**src/rtl/marquee_pkg.sv**
```systemverilog
// Shared widths, glyph codes and seven-segment patterns for the scrolling
// marquee. Segment patterns are active-low, bit6 = g ... bit0 = a.
package marquee_pkg;

    localparam int unsigned SEG_W   = 7;
    localparam int unsigned GLYPH_W = 5;

    localparam logic [GLYPH_W-1:0] G_BLANK = 5'h10;
    localparam logic [GLYPH_W-1:0] G_DASH  = 5'h11;

    localparam logic [SEG_W-1:0] SEG_BLANK = 7'h7F;
    localparam logic [SEG_W-1:0] SEG_DASH  = 7'h3F;

    // Hex digits 0..F, indexed by glyph code
    localparam logic [SEG_W-1:0] SEG_HEX [16] = '{
        7'h40, 7'h79, 7'h24, 7'h30, 7'h19, 7'h12, 7'h02, 7'h78,
        7'h00, 7'h10, 7'h08, 7'h03, 7'h46, 7'h21, 7'h06, 7'h0E
    };

endpackage

```
**src/rtl/seg7_glyph.sv**
```systemverilog
// Combinational glyph decoder: 5-bit glyph code to active-low segment pattern.
module seg7_glyph
    import marquee_pkg::*;
(
    input  logic [GLYPH_W-1:0] code,
    output logic [SEG_W-1:0]   seg_c
);

    // Codes 0x12..0x1F share the blank pattern with G_BLANK
    always_comb begin
        seg_c = SEG_BLANK;
        if (code[GLYPH_W-1] == 1'b0) begin
            seg_c = SEG_HEX[code[3:0]];
        end else if (code == G_DASH) begin
            seg_c = SEG_DASH;
        end
    end

endmodule

```
**src/rtl/hex_marquee.sv**
```systemverilog
// Scrolling-text driver: rotates a fixed glyph message across NUM_DIGITS
// active-low seven-segment displays, with pause, direction, speed and step.
module hex_marquee
    import marquee_pkg::*;
#(
    parameter int unsigned NUM_DIGITS = 4,
    parameter int unsigned MSG_LEN    = 8,
    parameter logic [GLYPH_W*MSG_LEN-1:0] MSG =
        {5'h10, 5'h10, 5'h10, 5'h10, 5'h01, 5'h0E, 5'h0D, 5'h00},
    parameter int unsigned TICK_DIV   = 12_500_000,
    localparam int unsigned POS_W     = (MSG_LEN > 1) ? $clog2(MSG_LEN) : 1
)
(
    input  logic                        CLOCK_50,
    input  logic                        RESET_N,
    input  logic [3:0]                  SW,
    input  logic                        STEP_N,
    output logic [SEG_W*NUM_DIGITS-1:0] HEX,
    output logic [POS_W-1:0]            POS
);

    localparam int unsigned CNT_W = (TICK_DIV > 1) ? $clog2(TICK_DIV) : 1;
    localparam int unsigned SEL_W = $clog2(GLYPH_W * MSG_LEN);
    localparam logic [POS_W-1:0] POS_LAST = POS_W'(MSG_LEN - 1);

    logic                        step_sync1;
    logic                        step_sync2;
    logic                        step_prev;
    logic [CNT_W-1:0]            cnt;
    logic [CNT_W-1:0]            cnt_next;
    logic [POS_W-1:0]            pos;
    logic [POS_W-1:0]            pos_next;
    logic [SEG_W*NUM_DIGITS-1:0] hex_q;
    logic [SEG_W*NUM_DIGITS-1:0] hex_next;
    logic [31:0]                 limit;
    logic                        run;
    logic                        tick_c;
    logic                        step_c;
    logic                        advance_c;

    assign run    = SW[0];
    assign limit  = (TICK_DIV >> SW[3:2]) - 32'd1;
    // >= so a mid-count speed-up never overruns the new limit
    assign tick_c = run & (32'(cnt) >= limit);
    assign step_c = step_prev & ~step_sync2;
    assign advance_c = tick_c | (step_c & ~run);

    // Prescaler and position next-state
    always_comb begin
        cnt_next = cnt;
        pos_next = pos;
        if (run) begin
            cnt_next = tick_c ? '0 : cnt + CNT_W'(1);
        end
        if (advance_c) begin
            if (SW[1] == 1'b0) begin
                pos_next = (pos == POS_LAST) ? '0 : pos + POS_W'(1);
            end else begin
                pos_next = (pos == '0) ? POS_LAST : pos - POS_W'(1);
            end
        end
    end

    always_ff @(posedge CLOCK_50) begin
        if (!RESET_N) begin
            step_sync1 <= 1'b1;
            step_sync2 <= 1'b1;
            step_prev  <= 1'b1;
            cnt        <= '0;
            pos        <= '0;
            hex_q      <= '1;
        end else begin
            step_sync1 <= STEP_N;
            step_sync2 <= step_sync1;
            step_prev  <= step_sync2;
            cnt        <= cnt_next;
            pos        <= pos_next;
            hex_q      <= hex_next;
        end
    end

    // Digit k shows glyph (pos + NUM_DIGITS-1-k) mod MSG_LEN; k=0 is rightmost
    for (genvar k = 0; k < NUM_DIGITS; k++) begin : g_digit
        localparam int unsigned OFF = NUM_DIGITS - 1 - k;
        logic [SEL_W-1:0] sel;
        logic [SEG_W-1:0] seg;

        assign sel = SEL_W'(GLYPH_W * ((32'(pos) + OFF) % MSG_LEN));

        seg7_glyph u_glyph (
            .code  (MSG[sel +: GLYPH_W]),
            .seg_c (seg)
        );

        assign hex_next[SEG_W*k +: SEG_W] = seg;
    end

    assign HEX = hex_q;
    assign POS = pos;

endmodule

```
**config.mk**
```make
export PLATFORM = sky130hd
export DESIGN_NAME = hex_marquee
export DESIGN_NICKNAME = d
export VERILOG_FILES = /design/src/rtl/marquee_pkg.sv /design/src/rtl/seg7_glyph.sv /design/src/rtl/hex_marquee.sv
export SDC_FILE = /design/constraint.sdc
export NUM_CORES = 1
export LEC_CHECK = 0
export CAP_MARGIN = 20
export CORE_MARGIN = 3
export CORE_UTILIZATION = 58
export DETAILED_ROUTE_END_ITERATION = 8
export MAX_ROUTING_LAYER = met4
export PLACE_DENSITY = 0.89
export SYNTH_ARGS = -nofsm -noshare
export SYNTH_HDL_FRONTEND = slang
export SYNTH_HIERARCHICAL = 1
export SYNTH_SLANG_ARGS = --single-unit
```
**constraint.sdc**
```tcl
create_clock -name CLOCK_50 -period 3.6 [get_ports CLOCK_50]
set_clock_uncertainty 0.05 [all_clocks]
set_input_delay 0.72 -clock CLOCK_50 [delete_from_list [all_inputs] [get_ports CLOCK_50]]
set_output_delay 0.72 -clock CLOCK_50 [all_outputs]
set_load 0.01 [all_outputs]
```
==> impl_results.md <==
* Drt via density at 5.650
* Hold Path Stages at 1
* Hold buffer count at CTS at 0
* Num CTS Buffers at 9
* RSZ-0062 raised after global routing: false
* I/O pin cnt at 38
* Top Usage Layer GRT: met2
* Top cell type by total area after synthesis: dfxtp_1
* Share of layout cells above drive strength 1 at 8.465%
* Via count at 3305
* Grt met1 use at around 29%
* WS Path Type: in -> reg
* Outcome: finished, final reports clean
* Post-synth EDFFs at 0
* Power Total at 1.780 mW
* Core area at around 6500 um^2
* Row count at 29
* GRT Residual Overflow at 0
* GPL Wtd Cong at 0.9235
* Design Area, Final at roughly 4600 um^2
* Number of routed nets with antenna violations at 0
* Multi-input gate area at 2574 um^2
* Root buf cell: clkbuf_8
* Final setup margin at 0.3228 ns
* PwrDens at 383.4 nW/um^2
* Initial Util at 61.22%
* Slew Limit Fails at 0
* First-pass GRT wire length at 14750 um
* Area Overhead vs Synth at 16.74%
* First-iteration detailed-routing DRC count at 144
* Grt met3 use at around 5.2%
* Post-Synthesis Cells at 463
* Mean Syn Cell Area at 8.588 um^2
* WL/cell at 14.46 um
* Vias in the first global route at 3384
* Worst reg2reg path depth at 8
* HPWL Detailed at 6275 um
* Core Util, Final at 71.47%
* Met2 GRT Util at 39.74%
* Cell Area, Synth at around 4000 um^2
* Worst hold slack at 0.3675 ns
* Critical Path Source Type: input pin
* Post-CTS resize count at 0
* Placed Area at 4424 um^2
* Fin crit share at 91.03%
* Total of max-cap violations at 0
* Largest net degree at the start of global routing at 33
* Synth cell types at 54
* TritonCTS clock tree: yes
* N_diodes at 0
* Die height at 88.80 um
* Fillers at 489
* Pre-CTS worst setup slack at 0.01504 ns
* Endpoint class of the critical path: flop
* Hold Fails Final Rpt at 0
* Synth area leaders: dfxtp_1, ha_1, nor2_1
* Layout Cells excl Fill at 585
* CP max FO at 5
* Worst-Margin Slew at between 0.9 and 1 ns
* Reg-to-reg endpoint: HEX[17]
* DP Cell Count at 569
* Tmin final at 3.277 ns
* Sequential Area at 1161 um^2
* DR DRC count at 0
* Clk_lat worst skew at 0.34 ns
* Area share of the largest cell type after synthesis at 29.20%
* Number of synthesized register bits at between 50 and 60
* Top FF cell, synth: dfxtp_1
* Arr. time, crit path at 3.49 ns
* Worst Hold End: step_sync2
* WL final at 8461 um
* CTS max path bufs at 2
* Initial antenna violation count at 0
* Clk sinks at 58
* Final setup TNS at 0 ns
* Reg2reg start: POS[2]
* Hold Crit Class: reg -> reg
* IR drop worst, VDD at 0.2193 mV
* Async SR Flop Fraction at 0%
* Synth Warn # at 6
* Post-synthesis sequential area ratio at 29.20%
* # Post-CTS Setup Buffers at 0
* CTS HTree Levels at 3
* Slew margin rel. at 37.23%
* Nets at 566
* Reg clk slew, reported paths at 0.07 ns
* Most numerous cell in the Yosys netlist: nor2_1
* Final setup fails at 0
* Gr usage total at 24.24%
* Hold Startpoint: step_sync1
* Data required, critical path at around 3.8 ns
* Drt first pass iters at 4
* Die Width at 88.80 um
* R2R Setup Slk at between 0.4 and 0.5 ns
* Leak at 2.043 nW
* Max Freq at 0.3051 GHz
* I/O Buffers at 37
* Total die area at around 7900 um^2
* Top cells by count, synth: nor2_1, dfxtp_1, ha_1
==> worst max path at each step <==
| stage | to | start | slack, ns | depth (start not counted) |
|---|---|---|---|---|
| global route | HEX[17] | POS[2] | 0.15 | 8 |
| detailed placement | POS[0] | SW[3] | 0.02 | 11 |
| finish | POS[0] | SW[3] | 0.32 | 11 |
| floorplan | HEX[3] | POS[0] | 0.78 | 10 |
| global placement | POS[0] | SW[2] | 0.16 | 10 |
| CTS | POS[0] | SW[3] | 0.38 | 11 |
==> layout by cell type (no fill, tap or decap), types with 4 or more instances in the layout <==
cell type / n
nor2_1: 69
dfxtp_1: 58
ha_1: 56
clkdlybuf4s50_1: 37
nand2b_1: 33
inv_1: 32
mux2i_1: 17
nand2_1: 16
xnor2_1: 15
o21ai_0: 14
xor2_1: 13
a21oi_1: 13
nor3_1: 13
buf_4: 11
nand4_1: 9
clkbuf_8: 9
nor2b_1: 8
a211oi_1: 7
nor4_1: 6
a31oi_1: 6
nand3_1: 5
and4_1: 4
mux4_2: 4
a2111oi_0: 4
==> registers in the layout, indices dropped and copies added (netlist names) <==
register	flops
cnt	24
step_prev	1
HEX	28
step_sync1	1
POS	3
step_sync2	1
==> worst max-delay path: stages <==
cell and delay (ns):
clkdlybuf4s50_1 0.51, nor2_1 0.24, inv_1 0.10, ha_1 0.30, ha_1 0.29, a21oi_1 0.17
o21ai_0 0.10, o211ai_1 0.23, a21oi_1 0.17, or3_4 0.41, a221oi_2 0.24
==> power breakdown <==
group | switching, mW | internal (mW)
registers | 0.0171 | 0.686
logic | 0.205 | 0.208
clock network | 0.276 | 0.388
total | 0.499 | 1.28
==> per-layer routing <==
layer  vias up  routed length, um
li1       1653                  -
met1      1552               3708
met2        79               4196
met3        21                371
met4         0                184
met5         -                  0
==> layout make-up <==
| type | instances | share of cell area, % |
|---|---|---|
| clock buffers | 9 | 2.668 |
| clock inverters | 7 | 2.022 |
| inverters | 36 | 3.019 |
| multi-input cells | 350 | 55.44 |
| flip-flops and latches | 58 | 25.01 |
| well taps | 77 | 2.075 |
| repair buffers | 48 | 9.757 |
==> cell families (layout without fill, tap and decap cells) <==
logic type | count (synthesis) | after routing | share of synthesized area, %
xor gates and xnor gates | 28 | 28 | 6.168
adders and majority gates | 57 | 57 | 17.87
other | 2 | 3 | 0.1889
buffers and inverters | 56 | 100 | 6.168
muxes | 21 | 21 | 6.545
AOI/OAI and AO/OA | 62 | 62 | 10.57
and+or+nand+nor | 179 | 179 | 23.29
DFF | 58 | 58 | 29.20
Power figures use the tool's default switching activity.
==> edit 1: new RTL, config.mk and constraints unchanged <==
Register the inputs `SW` and `STEP_N` before use, without a reset. The logic sees them one clock later.
--- a/src/rtl/hex_marquee.sv
+++ b/src/rtl/hex_marquee.sv
@@ -24,4 +24,12 @@
     localparam logic [POS_W-1:0] POS_LAST = POS_W'(MSG_LEN - 1);
 
+    logic [3:0] SW_q;
+    logic STEP_N_q;
+
+    always_ff @(posedge CLOCK_50) begin
+        SW_q     <= SW;
+        STEP_N_q <= STEP_N;
+    end
+
     logic                        step_sync1;
     logic                        step_sync2;
@@ -39,6 +47,6 @@
     logic                        advance_c;
 
-    assign run    = SW[0];
-    assign limit  = (TICK_DIV >> SW[3:2]) - 32'd1;
+    assign run    = SW_q[0];
+    assign limit  = (TICK_DIV >> SW_q[3:2]) - 32'd1;
     // >= so a mid-count speed-up never overruns the new limit
     assign tick_c = run & (32'(cnt) >= limit);
@@ -54,5 +62,5 @@
         end
         if (advance_c) begin
-            if (SW[1] == 1'b0) begin
+            if (SW_q[1] == 1'b0) begin
                 pos_next = (pos == POS_LAST) ? '0 : pos + POS_W'(1);
             end else begin
@@ -71,5 +79,5 @@
             hex_q      <= '1;
         end else begin
-            step_sync1 <= STEP_N;
+            step_sync1 <= STEP_N_q;
             step_sync2 <= step_sync1;
             step_prev  <= step_sync2;
Behaviour: not the same (a bounded check fails within 4 cycles, from zero or initial values and one cycle with RESET_N low).
==> edit 1 against the unedited design <==
  * Wire length shrank 1.8%
  * Worst setup slack lost 0.0019 ns
  * Sequential cell count grew 5
  * Synthesized area grew 4.0%
  * Design area grew 3.6%
  * Power grew 5.8%
  * Global-route usage shrank 2.4 points
  * Non-clock buffer count shrank 1
  * Critical endpoint is now HEX[3]
  * Largest cell class unchanged
==> edit 1: results (changes against the unedited design) <==
count of warnings emitted by yosys=6 (unchanged); gp weighted congestion=0.849 (-8.1%); R2R depth=10 (+2); initial antenna violation count=0 (unchanged); cell with the largest stage delay on the worst path=sky130_fd_sc_hd__xnor2_1; fraction of synthesized area in multiplexers=6.30% (-0.25 points); share of post-route cells with drive strength above 1=8.98% (+0.52 points); run status=finished, final reports clean; Leak Pwr=2.11 nW (+3.5%); Peak supply drop=0.279 mV (+27%); via count of the first global-routing pass=3181 (-6.0%); startpoint of the tightest hold check path=STEP_N_q; xor and xnor fraction of the mapped netlist area=5.93% (-0.24 points); CP Data Arrival Time=3.46 ns (-0.03 ns); slew of the pin with the lowest slew margin=0.852 ns (-0.0864 ns); setup slack of the worst register-to-register path=0.32 ns (-0.09 ns); routed wire length=8310 um (-1.8%); flip-flop count of the largest register, all copies and words added=28 (unchanged); synth top area cells=sky130_fd_sc_hd__dfxtp_1, sky130_fd_sc_hd__ha_1, sky130_fd_sc_hd__nor2_1; delay of the slowest cell on the worst path=0.68 ns (+0.17 ns); end of the worst register-to-register path=HEX[3]; number of buffers inserted to repair setup after CTS=0 (unchanged); fraction of the mapped netlist area in compound gates=10.4% (-0.22 points); most common library cells after synthesis=sky130_fd_sc_hd__nor2_1, sky130_fd_sc_hd__dfxtp_1, sky130_fd_sc_hd__ha_1; number of enable flip-flop cells after synthesis=0 (unchanged); global-route wire length before repair=14300 um (-2.9%); number of unique standard cell types used by synthesis=56 (+3.7%); later-pin clock latency in the skew report=0.35 ns; proportion of synthesized chip area in sequential cells=30.5% (+1.3 points); CTS Buf Count=9 (unchanged); reg-to-reg critical path startpoint=POS[0]; number of nets in the layout=570 (+0.71%); DP HPWL=5620 um (-10%); GRT Overall Usage=21.8% (-2.4 points); detailed router's first-iteration violation count=164 (+14%); maximum root-to-sink buffer count=2 (unchanged); adder-cell share of the synthesized area=17.2% (-0.68 points); CP Max Fanout=11 (+6); Hold Path End=step_sync1; maximum number of pins on one net before global-route repair=32 (-3.0%); H-Tree Level Count=3 (unchanged); total via count after detailed routing=3348 (+1.3%); buffer type at the clock tree root=sky130_fd_sc_hd__clkbuf_8; first drt pass iteration count=4 (unchanged)
-- edit 1: cell count changes after synthesis, sizes merged, moves of 2 or more --
cell / delta
nand3: +6
nor2b: +2
nand4: -2
nor4: -2
dfxtp: +5
nand2: -5
-- edit 1: where the power goes --
group | switching [mW] | leakage [nW] | total [mW] | internal, mW
sequential | 0.0211 | 0.519 | 0.765 | 0.744
clock | 0.295 | 0.109 | 0.706 | 0.412
combinational | 0.202 | 1.49 | 0.411 | 0.209
-- edit 1: kinds of logic after synthesis --
group / Yosys count
AND/OR/NAND/NOR: 180
adder cells (fa/ha/maj): 57
buffers and inverters: 54
multiplexers: 21
XOR/XNOR: 28
flip-flops: 63
AO/OA/AOI/OAI: 62
other: 2
-- edit 1: layer usage --
layer | wire (um) | track usage [%]
met3 | 390 | 6.17
met5 | 0 | -
met4 | 189 | 9.31
met2 | 3940 | 34.4
met1 | 3790 | 26.1
-- edit 1: cell type report --
class                           instances  area (um^2)
Tap cell                               96          120
Fill cell                             474         2060
Sequential cell                        63         1260
Multi-Input combinational cell        351         2610
Inverter                               35          136
Timing Repair Buffer                   47          445
Clock buffer                           10          138
Clock inverter                          6         92.6
-- edit 1: worst max-delay path by stage --
stage	startpoint	endpoint
after floorplan	POS[0]	HEX[3]
after global placement	POS[0]	HEX[6]
after detailed placement	POS[0]	HEX[3]
after CTS	POS[0]	HEX[6]
after global routing	POS[0]	HEX[6]
final	POS[0]	HEX[3]
-- edit 1: metrics by stage --
| step | utilization (%) | instances | area, um^2 | hold WS, ns | setup WS (ns) |
|---|---|---|---|---|---|
| floorplan | - | 468 | 4140 | 0.336 | 0.783 |
| CTS | 69.9 | 607 | 4800 | 0.366 | 0.242 |
| finish | 70.0 | 608 | 4810 | 0.362 | 0.321 |
| global route | 70.0 | 608 | 4810 | 0.374 | 0.0152 |
| detailed placement | 66.5 | 591 | 4570 | 0.350 | 0.397 |
| global placement | 66.5 | 591 | 4570 | 0.341 | 0.563 |
-- edit 1: worst max-delay path: cells and delay by family (launching register included) --
kind                     cells  cell delay [ns]
XOR/XNOR                     1             0.68
AND/OR/NAND/NOR              3             0.54
buffers and inverters        3             0.48
multiplexers                 1             0.43
flip-flops                   1             0.51
adder cells (fa/ha/maj)      2             0.46
==> edit 2: new RTL, same flow settings <==
Without the edit above. `GLYPH_W`: 5 -> 10.
--- a/src/rtl/marquee_pkg.sv
+++ b/src/rtl/marquee_pkg.sv
@@ -4,5 +4,5 @@
 
     localparam int unsigned SEG_W   = 7;
-    localparam int unsigned GLYPH_W = 5;
+    localparam int unsigned GLYPH_W = 10;
 
     localparam logic [GLYPH_W-1:0] G_BLANK = 5'h10;
Check against the original RTL: not equivalent (Yosys sat finds a counterexample within 4 cycles, from zero or initial values and one cycle with RESET_N low).
==> edit 2 against the unedited design <==
  * Design area grew 2.7%
  * Synthesized cell count is 6.0% lower
  * Critical endpoint is now cnt[8]
  * Count of clock-buffer cells in the layout unchanged
  * Highest routed layer unchanged
  * Sequential cell count unchanged
  * Via count fell by 6.2%
  * Synthesized area rose by 0.38%
  * Wire length is 8.0% lower
  * Sequential share of layout area shrank 0.67 points
  * Worst setup slack improved by 0.083 ns
  * Critical path type unchanged
  * Power down 2.6%
==> edit 2: results (changes against the unedited design) <==
maximum number of pins on one net before global-route repair=28 (-15%); final cell count without fillers=584 (-0.17%); GRT Overall Usage=22.8% (-1.4 points); Resized cells post-CTS=0 (unchanged); post-detailed-route wirelength per cell=13.3 um (-7.9%); headroom to the max-slew limit=44.9% (+7.7 points); Worst-path clk slew=0.07 ns (about the same); Leak Pwr=2.15 nW (+5.1%); Final Hold Vio Count=0 (unchanged); CTS Buf Count=9 (unchanged); least setup slack across all paths after layout=0.406 ns (+0.0831 ns); quantity of hold-fixing buffers added after cts=0 (unchanged); DP HPWL=5830 um (-7.1%); delay of the slowest cell on the worst path=0.53 ns (+0.02 ns); cell class contributing the biggest share of worst-path delay=buffers and inverters; share of post-route cells with drive strength above 1=12.8% (+4.4 points); cell with the largest stage delay on the worst path=sky130_fd_sc_hd__clkdlybuf4s50_1; later-pin clock latency in the skew report=0.34 ns (about the same); number of buffers inserted to repair setup after CTS=0 (unchanged); run status=finished, final reports clean; count of warnings emitted by yosys=6 (unchanged); post-detailed-placement cell area=0.00452 mm^2 (+2.1%); initial antenna violation count=0 (unchanged); first drt pass iteration count=4 (unchanged); total via count after detailed routing=3101 (-6.2%); Peak supply drop=0.198 mV (-9.8%); number of inserted diodes=0 (unchanged); CP Data Arrival Time=3.42 ns (-0.07 ns); flip-flop count of the largest register, all copies and words added=28 (unchanged); H-Tree Level Count=3 (unchanged); detailed router's first-iteration violation count=111 (-23%); Filler cells=476 (-2.7%); power density over the cells=363 mW/mm^2 (-5.2%); worst hold-check path type=reg2reg; maximum root-to-sink buffer count=2 (unchanged); CP Max Fanout=17 (+12); count of buffers inserted at the top-level ports=37 (unchanged); most common cell after layout, fill and taps aside=sky130_fd_sc_hd__dfxtp_1; worst slack after detailed placement=0.0731 ns (+0.0581 ns); number of nets in the layout=567 (+0.18%); global-route wire length before repair=13800 um (-6.3%); gp weighted congestion=0.943 (+2.1%); buffer type at the clock tree root=sky130_fd_sc_hd__clkbuf_8; cell count after synthesis=435 (-6.0%)
-- edit 2: cell types whose count changed in the layout (fill, tap and decap cells not counted), sizes merged, moves of 8 or more --
cell   change
mux2       +9
nor2      -10
inv        -8
a211o     +10
o21ai      -8
conb      +28
-- edit 2: final timing paths --
path / from / endpoint / slack (ns) / cells past startpoint
worst min-delay path: step_sync1 / step_sync2 / 0.38 / 1
worst min register to register: step_sync1 / step_sync2 / 0.38 / 1
worst max register to register: POS[0] / HEX[3] / 0.77 / 10
worst max-delay path: SW[3] / cnt[8] / 0.41 / 12
-- edit 2: final cells by class --
class / count / share of cell area (%)
well taps: 77 / 2.02
clock inverters: 6 / 2.73
inverters: 28 / 2.20
repair buffers: 45 / 9.02
flip-flops and latches: 58 / 24.3
multi-input cells: 361 / 57.1
clock buffers: 9 / 2.60
-- edit 2: layer usage --
metal	vias up	track usage (%)	routed length, um
met5	-	-	0
met4	0	9.47	160
met3	14	5.16	284
met2	46	40.6	4110
met1	1461	24.4	3230
li1	1580	-	-
-- edit 2: worst register-to-register path: stages (launching register included) --
cell and delay, ns:
sky130_fd_sc_hd__dfxtp_1 0.47, sky130_fd_sc_hd__inv_1 0.13, sky130_fd_sc_hd__ha_1 0.25, sky130_fd_sc_hd__xor2_1 0.17
sky130_fd_sc_hd__and2_1 0.34, sky130_fd_sc_hd__inv_1 0.18, sky130_fd_sc_hd__ha_1 0.31, sky130_fd_sc_hd__inv_1 0.04
sky130_fd_sc_hd__mux4_2 0.43, sky130_fd_sc_hd__or2_1 0.21, sky130_fd_sc_hd__nand2b_1 0.14
-- edit 2: where the power goes --
part | total, mW | internal, mW | switching [mW]
clock | 0.783 | 0.523 | 0.260
sequential | 0.681 | 0.670 | 0.0112
combinational | 0.269 | 0.140 | 0.129
total | 1.73 | 1.33 | 0.401
